===== src/rtl/fetch_buffered.sv =====
// fetch_buffered: sequential-PC fetch with up to MAX_OUT pipelined icache requests feeding an in-order instruction queue.
// Latency: icache response -> valid_o one cycle later; redirect -> target request next cycle once no stale response is pending.
// Backpressure: decode stalls fill the queue; requests stop once queued + in-flight reaches DEPTH, so rsp_ready_o is always 1.
//
// Ports:
//   clk_i, rst_i                   clock, async active-high reset (the icache shares it)
//   redirect_i, redirect_pc_i      taken branch: load new PC, flush queue, drop in-flight responses
//   req_valid_o/req_ready_i/req_pc_o     icache request channel
//   rsp_valid_i/rsp_instr_i/rsp_ready_o  icache response channel (in request order)
//   valid_o/ready_i/pc_o/instr_o/id_o    queue head to decode

// Small circular FIFO with synchronous flush; used for the pc-tag FIFO and the instruction queue.
// Latency: head_o reflects a push on the following cycle.
// Backpressure: none internally; the caller must never push into a full FIFO without popping in the same cycle.
module fetch_buffered_fifo #(
  parameter int W  = 8,
  parameter int N  = 2,
  parameter int CW = $clog2(N + 1)
) (
  input  logic          clk_i,
  input  logic          rst_i,
  input  logic          flush_i,
  input  logic          push_i,
  input  logic          pop_i,
  input  logic [W-1:0]  dat_i,
  output logic [W-1:0]  head_o,
  output logic [CW-1:0] count_o
);
  localparam int PW = (N > 1) ? $clog2(N) : 1;

  logic [W-1:0]  mem_q [N];
  logic [PW-1:0] rd_q, wr_q;
  logic [CW-1:0] count_q;

  function automatic logic [PW-1:0] nxt(input logic [PW-1:0] p);
    return (p == PW'(N - 1)) ? '0 : p + PW'(1);
  endfunction

  always_ff @(posedge clk_i or posedge rst_i) begin
    if (rst_i) begin
      rd_q    <= '0;
      wr_q    <= '0;
      count_q <= '0;
    end else if (flush_i) begin
      rd_q    <= '0;
      wr_q    <= '0;
      count_q <= '0;
    end else begin
      if (push_i) wr_q <= nxt(wr_q);
      if (pop_i)  rd_q <= nxt(rd_q);
      count_q <= count_q + CW'(push_i) - CW'(pop_i);
    end
  end

  // Storage carries no reset; only pointers and count define what is valid.
  // When full with a simultaneous pop, the write lands in the slot being read out this cycle.
  always_ff @(posedge clk_i) begin
    if (push_i && !flush_i) mem_q[wr_q] <= dat_i;
  end

  assign head_o  = mem_q[rd_q];
  assign count_o = count_q;
endmodule

module fetch_buffered #(
  parameter int              XLEN     = 32,
  parameter logic [XLEN-1:0] RESET_PC = 32'h8000_0000,
  parameter int              DEPTH    = 4,
  parameter int              MAX_OUT  = 2,
  parameter int              ID_W     = 32
) (
  input  logic            clk_i,
  input  logic            rst_i,
  input  logic            redirect_i,
  input  logic [XLEN-1:0] redirect_pc_i,
  output logic            req_valid_o,
  input  logic            req_ready_i,
  output logic [XLEN-1:0] req_pc_o,
  input  logic            rsp_valid_i,
  input  logic [XLEN-1:0] rsp_instr_i,
  output logic            rsp_ready_o,
  output logic            valid_o,
  input  logic            ready_i,
  output logic [XLEN-1:0] pc_o,
  output logic [XLEN-1:0] instr_o,
  output logic [ID_W-1:0] id_o
);
  localparam int CW = $clog2(DEPTH + 1);
  localparam int SW = CW + 1;

  typedef struct packed {
    logic [XLEN-1:0] pc;
    logic [XLEN-1:0] instr;
    logic [ID_W-1:0] id;
  } entry_t;

  logic [XLEN-1:0] fetch_pc_q, fetch_pc_d;
  logic [CW-1:0]   drop_cnt_q, drop_cnt_d;
  logic [ID_W-1:0] id_q, id_d;

  logic [CW-1:0]   count;        // instruction queue occupancy
  logic [CW-1:0]   outstanding;  // non-stale requests in flight == pc-tag FIFO occupancy
  logic [XLEN-1:0] tag_pc;
  entry_t          enq_dat, head;

  logic req_fire, rsp_keep, rsp_drop, deq;

  // Requests are blocked while stale responses drain, so drop_cnt_q != 0 implies
  // outstanding == 0; a redirect can therefore fold outstanding into drop_cnt and
  // flush the tag FIFO, keeping tag FIFO occupancy and outstanding identical.
  assign req_valid_o = !rst_i && !redirect_i && (drop_cnt_q == '0) &&
                       (outstanding < CW'(MAX_OUT)) &&
                       ((SW'(count) + SW'(outstanding)) < SW'(DEPTH));
  assign req_pc_o    = fetch_pc_q;
  assign rsp_ready_o = 1'b1;

  assign req_fire = req_valid_o && req_ready_i;
  assign rsp_keep = rsp_valid_i && !redirect_i && (drop_cnt_q == '0);
  assign rsp_drop = rsp_valid_i && !redirect_i && (drop_cnt_q != '0);
  assign deq      = valid_o && ready_i;

  fetch_buffered_fifo #(.W(XLEN), .N(MAX_OUT), .CW(CW)) u_tag_fifo (
    .clk_i   (clk_i),
    .rst_i   (rst_i),
    .flush_i (redirect_i),
    .push_i  (req_fire),
    .pop_i   (rsp_keep),
    .dat_i   (fetch_pc_q),
    .head_o  (tag_pc),
    .count_o (outstanding)
  );

  assign enq_dat = '{pc: tag_pc, instr: rsp_instr_i, id: id_q};

  fetch_buffered_fifo #(.W($bits(entry_t)), .N(DEPTH), .CW(CW)) u_iq (
    .clk_i   (clk_i),
    .rst_i   (rst_i),
    .flush_i (redirect_i),
    .push_i  (rsp_keep),
    .pop_i   (deq),
    .dat_i   (enq_dat),
    .head_o  (head),
    .count_o (count)
  );

  always_comb begin
    fetch_pc_d = fetch_pc_q;
    drop_cnt_d = drop_cnt_q;
    id_d       = id_q;
    if (redirect_i) begin
      fetch_pc_d = redirect_pc_i;
      // A response arriving in the redirect cycle is itself one of the stale ones.
      drop_cnt_d = drop_cnt_q + outstanding;
      if (rsp_valid_i && (drop_cnt_d != '0)) drop_cnt_d = drop_cnt_d - CW'(1);
    end else begin
      if (req_fire) fetch_pc_d = fetch_pc_q + XLEN'(4);
      if (rsp_drop) drop_cnt_d = drop_cnt_q - CW'(1);
      if (rsp_keep) id_d = id_q + ID_W'(1);
    end
  end

  always_ff @(posedge clk_i or posedge rst_i) begin
    if (rst_i) begin
      fetch_pc_q <= RESET_PC;
      drop_cnt_q <= '0;
      id_q       <= '0;
    end else begin
      fetch_pc_q <= fetch_pc_d;
      drop_cnt_q <= drop_cnt_d;
      id_q       <= id_d;
      assert (!(rsp_keep && (count == CW'(DEPTH)) && !deq))
        else $error("instruction queue overflow");
      assert (!(rsp_keep && (outstanding == '0)))
        else $error("icache response with no request in flight");
    end
  end

  assign valid_o = (count != '0);
  assign pc_o    = valid_o ? head.pc    : '0;
  assign instr_o = valid_o ? head.instr : '0;
  assign id_o    = valid_o ? head.id    : '0;
endmodule


===== config.mk =====
export PLATFORM = sky130hd
export DESIGN_NAME = fetch_buffered
export DESIGN_NICKNAME = d
export VERILOG_FILES = /design/src/rtl/fetch_buffered.sv
export SDC_FILE = /design/constraint.sdc
export NUM_CORES = 1
export LEC_CHECK = 0
export CORE_MARGIN = 5
export CORE_UTILIZATION = 40
export DETAILED_ROUTE_END_ITERATION = 8
export GPL_ROUTABILITY_DRIVEN = 0
export PLACE_DENSITY_LB_ADDON = 0.2
export SLEW_MARGIN = 40
export SYNTH_ARGS = -nofsm -noshare
export SYNTH_HDL_FRONTEND = slang
export SYNTH_SLANG_ARGS = --single-unit

===== constraint.sdc =====
create_clock -name clk_i -period 9.6 [get_ports clk_i]
set_input_delay 0.96 -clock clk_i [delete_from_list [all_inputs] [get_ports clk_i]]
set_output_delay 0.96 -clock clk_i [all_outputs]
set_load 0.1 [all_outputs]

---- Word level (Yosys, flattened, before mapping) ----
Memory sizes are Yosys's and may differ from the RTL's.
Index checks and enable logic that the tools add are counted.
word-level totals
  bits in latches ......................... 0
  bits in writable memories ............... 448
  memories ................................ 2
  memory bits (read-only) ................. 0
  logic and storage cells ................. 79
  flip-flop bits (word level) ............. 79
  output and inout port bits .............. 131
cells by class
  bitwise operators ....................... 1
  add/subtract/negate cells ............... 14
  divide/modulo/power cells ............... 0
  shift-type cells ........................ 0
  equality and inequality tests ........... 2
  $lt $le $gt $ge ......................... 2
  reductions and logical operators ........ 23
  multipliers ............................. 0
  muxes and demuxes ....................... 26
memory list
  name              words  width  read ports  clocked after memory_dff  wr ports  line  text
  u_iq.mem_q        4      96     1           0                         1         31    logic [W-1:0] mem_q [N];
  u_tag_fifo.mem_q  2      32     1           0                         1         31
operator list
  cell                                                                          number
  32-bit 2-to-1 mux                                                             5
  32-bit by 1-bit adder with 32-bit output, second input constant               1
  32-bit by 3-bit adder with 32-bit output, second input constant               1
  3-bit 2-to-1 mux                                                              5
  1-bit logical AND                                                             12
  2-bit 2-to-1 mux                                                              6
  1-bit 2-to-1 mux                                                              10
  3-bit nonzero test                                                            3
  2-bit nonzero test                                                            4
  3-bit by 1-bit adder with 3-bit output                                        2
  3-bit by 1-bit subtractor with 3-bit output                                   2
  3-bit by 1-bit subtractor with 3-bit output, second input constant            2
  2-bit by 1-bit adder with 2-bit output, second input constant                 2
  3-bit by 3-bit adder with 4-bit output                                        1
  2-bit equality test, second input constant                                    2
  4-bit by 3-bit less-than comparator with 1-bit output, second input constant  1
  3-bit adder                                                                   1
  3-bit zero test                                                               1
  3-bit by 2-bit less-than comparator with 1-bit output, second input constant  1
  1-bit adder, second input constant                                            2
  1-bit zero test                                                               2
  2-bit AND reduction                                                           1
  1-bit inverter                                                                1

---- Depth between registers and ports, before layout ----
  word-level depth ........................ 9
  gate-level depth with buffers ........... 11

---- Modules after synthesis ----
A second synthesis with hierarchy kept.
unflattened totals
  cells, all modules ...................... 1153
  area, all modules ....................... 21374.2 um^2
modules (own cells, without submodules)
  module                             seq. area each (um^2)  cells an instance  times used  area an instance (um^2)
  fetch_buffered_fifo at u_iq        11706.2                542                1           14303.7
  fetch_buffered                     1677.9                 489                1           4345.4
  fetch_buffered_fifo at u_tag_fifo  2047.0                 122                1           2725.1

---- Least setup slack after synthesis ----
OpenSTA, ideal clock, no wires.
  path type ............................... in2reg
  start point ............................. input port redirect_i
  end point ............................... memory u_iq.mem_q[0][0] (netlist name) (enable)
  stages on the path ...................... 3
  library setup time ...................... 466 ps
  arrival ................................. 3820 ps
  buffers on the path ..................... 1
  slack ................................... 5314 ps
  path through ............................ clkbuf_1 > nor2_1 > and2_1
on the way
  word-level cells in the longest chain between the ends .. 6
RTL lines
  element                                     line     text
  from (decl)                                 74       input logic redirect_i,
  1-bit zero test (*)                         58, 118
  1-bit logical AND (2 in series)             118      assign rsp_keep = rsp_valid_i && !redirect_i && (drop_cnt_q == '0);
  1-bit logical AND (*)                       58       if (push_i && !flush_i) mem_q[wr_q] <= dat_i;
  1-bit 2-to-1 mux (*)                        58
  1-bit 2-to-1 mux (not written as such) (*)  58
  to (decl)                                   31
Every way passes the cells marked *; elsewhere a longest branch is shown, timed or not.

---- Worst setup path after layout ----
  start point ............................. register u_iq.rd_q[0]
  end point ............................... output port pc_o[6]
on the way
  word-level cells in the longest chain between the ends .. 2
RTL lines
  element                 line  text
  from (decl)             32    logic [PW-1:0] rd_q, wr_q;
  from (signal assigned)  50    if (pop_i) rd_q <= nxt(rd_q);
  memory 4 x 96 bit       n/a
  32-bit 2-to-1 mux       179   assign pc_o = valid_o ? head.pc : '0;
  to (decl)               84    output logic [XLEN-1:0] pc_o,
Every way passes these cells.

==> results by group <==
Global route
  • GRT Total Usage: 0.1582
  • Vias in the first global route: 11,550
  • Largest net degree at the start of global routing: 65
  • Total congestion overflow: 0
  • Initial antenna violation count: 1
  • Global-route wire length before repair: 70,120 um

Logic synthesis
  • Ys async rst share: 0.1499
  • Synth Flop Type: edfxtp_1
  • Post-synthesis register bit count: 527
  • Net Count, Synth: 1,251
  • Post-synthesis cell area: 0.02112 sq mm
  • Register area share after synthesis: 0.7305
  • Post-synth EDFFs: 448
  • Post-synth top area cell: edfxtp_1
  • Synth top area share: 0.6369
  • Post-synthesis cell type count: 56
  • Mean Syn Cell Area: 18.22 sq um
  • Number of synthesis warnings: 0
  • Area contributors post-synth: edfxtp_1 (64%), mux4_2 (10%), dfrtp_1 (9.2%)
  • Mapped Cells: 1,159

Hold path
  • Hold WC Path Type: reg -> reg
  • Hold Path Origin: req_pc_o[0]

STA
  • Max-slew headroom: 0.4810
  • Final Hold Viols: 0
  • Setup TNS: 0 ns
  • Setup violations, final: 0
  • Tcrit/Tclk final: 0.4462
  • RSZ-0062 raised after global routing: no
  • Fin Clk Skew: 0.02061 ns
  • Min cycle time layout: 4.283 ns
  • Worst hold slack: 0.4876 ns
  • Final Max Tran Viols: 0
  • Worst-margin pin slew: 0.7757 ns
  • Fmax: 0.2335 GHz

Routing
  • # DRC: 0
  • Routed wire length: 45,350 um
  • TritonRoute pass-1 iters: 6
  • DR vias: 10,870
  • DRT iter0 DRCs: 684
  • Routed wire per std cell: 21.49 um
  • Final ANT Viol Nets: 0
  • Vias per cell: 5.153

Clocking
  • Hold buffer count at cts: 0
  • Clk Latency, worst-skew pair: 0.59 ns
  • Root Driver: clkbuf_16
  • Clock sink count: 527
  • Clk pin slew, worst setup/hold paths: 0.06 ns
  • Post-cts sizing count: 0
  • CTS tree: done
  • H-Tree Level Count: 2
  • Postcts setup bufs: 0
  • CTS max path bufs: 3
  • CTS Buf Count: 54

Layout
  • Share of cells above drive strength 1: 0.2672
  • Ant. Diodes: 0
  • Fin nets: 1,470
  • Synth-to-Final Area Change: 18.81%

Setup path
  • Critical Path AT: 3.32 ns
  • Worst Path Required: 8.64 ns
  • CP bufs+invs: 2
  • CP Max Fanout: 34
  • CP max-delay cell: dfrtp_4
  • Delay-heaviest family, CP: buffers and inverters
  • Worst Setup End Kind: primary output
  • Setup CP Type: reg -> out
  • Worst reg2reg setup slack: 6.16 ns
  • CP Cell Sequence: buf_4, mux4_2, and2_1, buf_2
  • CP peak stage delay: 0.92 ns
  • CP Launch Type: register
  • Reg-to-reg startpoint: drop_cnt_q[0]
  • CP startpoint: u_iq.rd_q[0]

Floorplanning
  • Core box area: 0.05245 sq mm
  • Width of the die: 239.8 um
  • Row cnt: 84
  • Initial Utilization: 0.4028
  • Io pins: 201
  • Die area: 0.05750 sq mm
  • Die height: 239.8 um

Flow run
  • Max_cap viols: 0

Power
  • Pleak: 8.843 nW
  • Pwr per Cell Area: 281.2 mW/mm^2
  • VDD IR max: 0.0002099 V

Outcome
  • Status: completed

Place
  • Hpwl dp: 27,640 um
  • Port Buf Inserts: 199
[synthesized netlist by cell type, types with 15 or more instances]
library cell  count
ha_1             19
dfrtp_1          78
and2_1          106
xor2_1           23
edfxtp_1        448
nand2_1          57
clkbuf_1         33
o21ai_0          21
mux2_2           38
nand3_1          29
xnor2_1          34
inv_1            25
nor2_1           35
nand4_1          15
mux4_2           96
[logic make-up (layout without fill, tap and decap cells)]
group / after synthesis / after routing / share of synthesized area
flip-flops: 527 / 527 / 0.7305
other: 1 / 1 / 0.0001775
AND/OR/NAND/NOR: 295 / 295 / 0.08026
AO/OA/AOI/OAI: 47 / 47 / 0.01380
XOR/XNOR: 57 / 57 / 0.02363
multiplexers: 135 / 135 / 0.1231
adder cells (fa/ha/maj): 22 / 22 / 0.01410
buffers and inverters: 75 / 338 / 0.01439
[cell type report]
| cell class | instances | area, sq um |
|---|---|---|
| Clock inverter | 33 | 335.3 |
| Tap cell | 688 | 860.8 |
| Timing Repair Buffer | 213 | 1500 |
| Sequential cell | 527 | 15440 |
| Clock buffer | 67 | 1451 |
| Fill cell | 4481 | 27350 |
| Multi-Input combinational cell | 557 | 5415 |
| Inverter | 25 | 95.09 |
[report_power, final]
part | total [mW] | internal [mW] | leakage [nW] | switching, mW
combinational | 2.28 | 0.505 | 2.92 | 1.77
clock | 2.10 | 1.26 | 0.869 | 0.842
sequential | 2.68 | 2.58 | 5.05 | 0.109
[worst paths after layout]
check,to,depth (start not counted)
worst min-delay path,u_tag_fifo.mem_q[0][0],0
min in group asynchronous,req_pc_o[2],2
worst min register to register,u_tag_fifo.mem_q[0][0],0
max in group asynchronous,u_iq.rd_q[1],3
worst max-delay path,pc_o[6],4
worst max register to register,u_iq.mem_q[2][47],6
[stage by stage]
step / power (mW) / util / std cells / setup slack [ns] / cell area, sq um
final: 7.057 / 0.4785 / 2110 / 5.317 / 25100
after floorplan: 4.587 / - / 1159 / 5.314 / 21120
after global placement: 5.192 / 0.4552 / 2007 / 5.088 / 23870
after detailed placement: 5.046 / 0.4444 / 2010 / 5.328 / 23300
after CTS: 7.157 / 0.4784 / 2110 / 5.156 / 25090
after global routing: 7.345 / 0.4785 / 2110 / 5.030 / 25100
[sequential cells by signal (all words and copies together) (netlist names)]
signal and flops:
drop_cnt_q 3, id_q 32, req_pc_o 32, u_iq.count_o 3
u_iq.mem_q 384, u_iq.rd_q 2, u_iq.wr_q 2, u_tag_fifo.count_o 3
u_tag_fifo.mem_q 64, u_tag_fifo.rd_q 1, u_tag_fifo.wr_q 1
[placed cells by master (no fill, tap or decap), drive strengths merged, types with 4 or more instances in the layout]
cell / count
a21oi: 6
xnor2: 34
xor2: 23
clkbuf: 67
ha: 19
nor3: 11
clkinv: 23
o21ai: 21
and3: 8
mux2: 38
and4: 9
dfrtp: 78
bufinv: 7
inv: 25
edfxtp: 448
clkdlybuf4s50: 68
buf: 145
o211ai: 8
nand3: 29
and2: 107
nand4: 17
mux4: 96
or3: 6
o311ai: 4
nor2: 35
nand2: 57
[per-layer routing]
layer / vias up / wire length, um / GRT usage
met5: - / 7 / 0
met4: 2 / 630 / 0.02940
met3: 56 / 2357 / 0.03178
met2: 254 / 21760 / 0.2558
met1: 5646 / 20590 / 0.2278
li1: 4914 / - / -
Power figures use the tool's default switching activity.
